$ cat config.mk
export PLATFORM = sky130hd
export DESIGN_NAME = sead_fault_ctrl
export DESIGN_NICKNAME = d
export VERILOG_FILES = /design/src/rtl/sead_fault_ctrl.sv
export SDC_FILE = /design/constraint.sdc
export NUM_CORES = 1
export LEC_CHECK = 0
export CAP_MARGIN = 20
export CORE_MARGIN = 2
export CORE_UTILIZATION = 56
export CTS_BUF_LIST = sky130_fd_sc_hd__clkbuf_4 sky130_fd_sc_hd__clkbuf_8
export DETAILED_ROUTE_END_ITERATION = 10
export DONT_BUFFER_PORTS = 1
export MAX_ROUTING_LAYER = met4
export PLACE_DENSITY_LB_ADDON = 0.08
export SYNTH_ARGS = -nofsm -noshare
export SYNTH_HDL_FRONTEND = slang
export SYNTH_SLANG_ARGS = --single-unit
$ cat constraint.sdc
create_clock -name clk -period 2.5 [get_ports clk]
set_input_delay 0.25 -clock clk [delete_from_list [all_inputs] [get_ports clk]]
set_output_delay 0.25 -clock clk [all_outputs]
set_load 0.02 [all_outputs]
$ cat src/rtl/sead_fault_ctrl.sv
// SEAD fault controller: background register-file scrub, error stall/restart, fatal lock.
// Optional last-error log (err_src/err_addr) is built when SEAD_ERR_LOG_EN is defined.
module sead_fault_ctrl #(
  parameter int SCRUB_INTERVAL = 64,
  parameter int STALL_CYCLES   = 4,
  parameter int MAX_ERRORS     = 8,
  parameter int CNT_W          = 8
) (
  input  logic             clk,
  input  logic             reset,
  input  logic             core_rs1_used,
  input  logic             scrub_err,
  input  logic             pc_err,
  output logic             scrub_rd,
  output logic [4:0]       scrub_addr,
  output logic             stall,
  output logic             restart,
  output logic [CNT_W-1:0] err_count,
  output logic             fatal,
  output logic [1:0]       err_src,
  output logic [4:0]       err_addr
);

  localparam int IW = (SCRUB_INTERVAL > 1) ? $clog2(SCRUB_INTERVAL + 1) : 1;
  localparam int SW = (STALL_CYCLES > 1) ? $clog2(STALL_CYCLES + 1) : 1;
  localparam logic [IW-1:0] IVL_RELOAD = IW'(SCRUB_INTERVAL - 1);

  typedef enum logic [2:0] {WAIT, SCAN, ALARM, RECOVER, FATAL} state_t;

  state_t        state;
  logic [IW-1:0] ivl_cnt;
  logic [SW-1:0] stall_cnt;
  logic          rf_err;
  logic          pc_hit;
  logic          err_hit;

  // The core always wins port A; scrubbing only proceeds on cycles it leaves free.
  assign scrub_rd = (state == SCAN) & ~core_rs1_used;
  assign rf_err   = scrub_rd & scrub_err;
  assign pc_hit   = pc_err & ((state == WAIT) | (state == SCAN));
  assign err_hit  = rf_err | pc_hit;

  always_ff @(posedge clk) begin
    if (reset) begin
      state      <= WAIT;
      ivl_cnt    <= IVL_RELOAD;
      stall_cnt  <= '0;
      scrub_addr <= 5'd1;
      stall      <= 1'b0;
      restart    <= 1'b0;
      fatal      <= 1'b0;
      err_count  <= '0;
    end else begin
      case (state)
        WAIT, SCAN: begin
          if (err_hit) begin
            state     <= ALARM;
            stall     <= 1'b1;
            stall_cnt <= SW'(STALL_CYCLES - 1);
            if (err_count != {CNT_W{1'b1}})
              err_count <= err_count + 1'b1;
          end else if (state == WAIT) begin
            if (ivl_cnt == '0)
              state <= SCAN;
            else
              ivl_cnt <= ivl_cnt - 1'b1;
          end else if (scrub_rd) begin
            if (scrub_addr == 5'd31) begin
              scrub_addr <= 5'd1;
              state      <= WAIT;
              ivl_cnt    <= IVL_RELOAD;
            end else begin
              scrub_addr <= scrub_addr + 5'd1;
            end
          end
        end
        ALARM: begin
          if (stall_cnt == '0) begin
            state   <= RECOVER;
            restart <= 1'b1;
          end else begin
            stall_cnt <= stall_cnt - 1'b1;
          end
        end
        RECOVER: begin
          restart <= 1'b0;
          if (err_count >= CNT_W'(MAX_ERRORS)) begin
            state <= FATAL;
            fatal <= 1'b1;
          end else begin
            state      <= WAIT;
            stall      <= 1'b0;
            ivl_cnt    <= IVL_RELOAD;
            scrub_addr <= 5'd1;
          end
        end
        FATAL: begin
          stall   <= 1'b1;
          restart <= 1'b0;
          fatal   <= 1'b1;
        end
        default: state <= WAIT;
      endcase
    end
  end

`ifdef SEAD_ERR_LOG_EN
  // A PC-only error keeps the previously logged register index.
  always_ff @(posedge clk) begin
    if (reset) begin
      err_src  <= 2'b00;
      err_addr <= 5'd0;
    end else if (err_hit) begin
      err_src <= {pc_hit, rf_err};
      if (rf_err)
        err_addr <= scrub_addr;
    end
  end
`else
  assign err_src  = 2'b00;
  assign err_addr = 5'd0;
`endif

endmodule

==> metrics.txt <==
layout cells sized above 1=9.479%; initial antenna violation count=0; Max Clock Skew=12.74 ps; TritonCTS clock tree=built; total grt overflow=0; first-pass GRT wire length=6216 um; area growth from synthesis to layout=3.396%; Synth cell types=52; main combinational cell family by area after synthesis=simple AND/OR/NAND/NOR gates; # diodes=0; maxcap violations=0; Yosys reg bits=29; sw frac=29.58%; part of the power in combinational logic=15.3%; DR WL/cell=14.88 um; clk buf depth=2; clock share of power=32.1%; Setup CP Type=flop to flop; post-layout worst setup margin=297.8 ps; Placer Congestion=0.8770; share of synthesized registers carrying an async set or reset=0%; Reg2Reg Setup Slack=300 ps; final hold slack=20.53 ps; Pleak=0.7410 nW; Synth Cell Area=1805 sq um; Synth Area in Simple Gates=30.21%; Slew Viols, Final=0; grt met1 use=26.21%; die width=60.78 um; drt first pass iters=4; vias per cell=5.961; Buffers on Ports=0; GR met3 Demand/Resource=9.168%; Core Area=3053 sq um; hold crit path type=input pin to flop; DP HPWL=2734 um; WP data required=2720 ps; CP max FO=6; cell internal pwr=0.0007135 W; multiplexer share of the synthesized area=5.891%; largest net degree at the start of global routing=32; final setup TNS=0 ps; Skew-Pair Late Insertion Delay=330 ps; Worst Tran Pin Value=700.9 ps; Design Area, Final=1867 sq um; Avg Inst Size Synth=8.516 sq um; Detail Route Antenna Nets=0; CTS clk-pin slew, worst paths=100 ps; gr busiest metal=met2; FF-to-FF End=ivl_cnt[6]; die height=60.78 um; Pwr Density=542.8 nW/um^2; M2 GR Usage=37.33%; Critical Path Start Type=flop; H-tree Lvls=2; crit path to=ivl_cnt[6]; Synth Area in Adders=5.544%; nets=223; Initial Util=59.14%; R2R Path Start=scrub_addr[0]; RSZ-0062 raised after global routing=false; Vias=1,520; Period minus WS final=2202 ps; pre-CTS setup slack=365.2 ps; status=complete, no violations; Sw Pwr=0.0002997 W; number of post-CTS setup repair buffers=0; post-synthesis compound-gate area fraction=16.91%; Top FF cell, synth=dfxtp_1; GRT Total Usage=23.45%; final setup fails=0; Slew headroom=52.92%; Die Area=3694 sq um; DRT Wirelength=3795 um; CTS sink cnt=29; Fmax achieved=454.1 MHz; yosys warns=0; Crit path arrival time=2420 ps; DRC=0; sequential share of power=52.6%; CTS buffer count=5; Post-synth EDFFs=0; placed cell areas=1787 sq um; num rows=20; Worst setup EP type=flop; Fin. Hold Viols=0; CTS Root Cell=clkbuf_4; Power, Total=0.001013 W; post-synthesis sequential area ratio=32.16%; critical path launch point=scrub_addr[0]; IO Pins=29; Reg2Reg Depth=7; final worst-path cycle share=88.09%; XOR/XNOR Fraction of Synth Area=0%; vias in the first global route=1,405; IR drop worst, VDD=0.3484 mV; Synth Instances=212; 1st-iter DRT viols=104
## worst max-delay path, cell delays in order, from the launching register on
cell and delay [ps]:
dfxtp_1 530, ha_1 250, and3_1 170, ha_1 250
nor3b_1 200, a211o_1 180, a31oi_4 140, a221o_1 360
## sequential cells by signal, indices dropped and copies added (netlist names)
| name | count |
|---|---|
| err_count | 8 |
| state | 3 |
| stall | 1 |
| ivl_cnt | 7 |
| restart | 1 |
| scrub_addr | 5 |
| fatal | 1 |
| stall_cnt | 3 |
## power groups by stage
stage / logic (W) / clock network, W / registers, W
after detailed placement: 0.000150 / 0 / 0.000543
after floorplan: 0.000154 / 0 / 0.000528
after global routing: 0.000174 / 0.000356 / 0.000538
final: 0.000155 / 0.000325 / 0.000533
after CTS: 0.000155 / 0.000332 / 0.000532
after global placement: 0.000144 / 0 / 0.000542
## routing by layer
metal | vias up | wire [um] | share of wire, %
li1 | 755 | - | -
met1 | 722 | 1673 | 44
met2 | 38 | 1878 | 49
met3 | 5 | 199 | 5.2
met4 | 0 | 44 | 1.2
met5 | - | 0 | 0
## cell usage after synthesis (2+ instances only)
library cell | instances | area share [%]
ha_1 | 8 | 5.5
or4b_1 | 2 | 1.1
o31a_1 | 2 | 0.97
o32ai_1 | 2 | 0.97
a21oi_1 | 9 | 2.5
nor2_1 | 17 | 3.5
and3_1 | 2 | 0.69
nor3b_1 | 2 | 0.83
clkbuf_1 | 6 | 1.2
or4_1 | 3 | 1.2
nand2_1 | 7 | 1.5
a211oi_1 | 5 | 2.1
nor2b_1 | 5 | 1.7
buf_4 | 8 | 3.3
and3b_1 | 2 | 0.97
mux2_2 | 5 | 3.1
or3b_2 | 2 | 0.97
o31ai_1 | 3 | 1.2
o21a_1 | 3 | 1.2
nor3_1 | 13 | 3.6
inv_1 | 16 | 3.3
nand2b_1 | 10 | 3.5
dfxtp_1 | 29 | 32
o21ai_0 | 3 | 0.83
mux2i_1 | 5 | 2.8
buf_2 | 2 | 0.55
a31oi_1 | 3 | 1.0
nor4_1 | 8 | 2.8
nand4_1 | 2 | 0.69
nand3_1 | 6 | 1.7
## worst min path at each step
stage / start / endpoint / slack, ps / cells after the start
floorplan: stall_cnt[0] / stall_cnt[0] / 440 / 1
global placement: reset / fatal / 320 / 1
detailed placement: reset / state[2] / 330 / 1
CTS: reset / scrub_addr[3] / 8 / 1
global route: reset / scrub_addr[2] / 5 / 1
finish: reset / scrub_addr[2] / 20 / 1
## kinds of logic after synthesis
kind of cell             count (synthesis)
AND/OR/NAND/NOR                         90
AO/OA/AOI/OAI                           41
buffers and inverters                   33
flip-flops                              29
multiplexers                            10
adder cells (fa/ha/maj)                  8
other                                    1
## area by class of cell
| cell class | count | area [sq um] |
|---|---|---|
| fillers | 274 | 1186 |
| multi-input cells | 156 | 1084 |
| repair buffers | 2 | 17.52 |
| clock inverters | 1 | 5.005 |
| well taps | 44 | 55.05 |
| inverters | 16 | 60.06 |
| clock buffers | 7 | 65.06 |
| flip-flops and latches | 29 | 580.6 |
## through the flow
step,util (%),instances
2_1_floorplan,-,218
3_3_place_gp,58.52,246
3_5_place_dp,58.52,246
4_1_cts,61.15,255
5_1_grt,61.15,255
6_report,61.15,255
## placed cells by master (no fill, tap or decap), types with 3 or more instances in the layout
cell	instances
clkbuf_4	5
or4_1	3
nor4_1	8
dfxtp_1	29
inv_1	16
o21a_1	3
mux2_2	5
a21oi_1	9
nand2_1	7
conb_1	7
a211oi_1	5
o21ai_0	3
nor2b_1	5
ha_1	8
mux2i_1	5
o31ai_1	3
nand2b_1	10
nand3_1	6
nor2_1	17
nor3_1	13
a31oi_1	3
## timing repair
action	CTS	global route
endpoints found under the hold margin	9	0
hold buffers	1	0
gates resized for setup	0	0
Power figures use the tool's default switching activity.
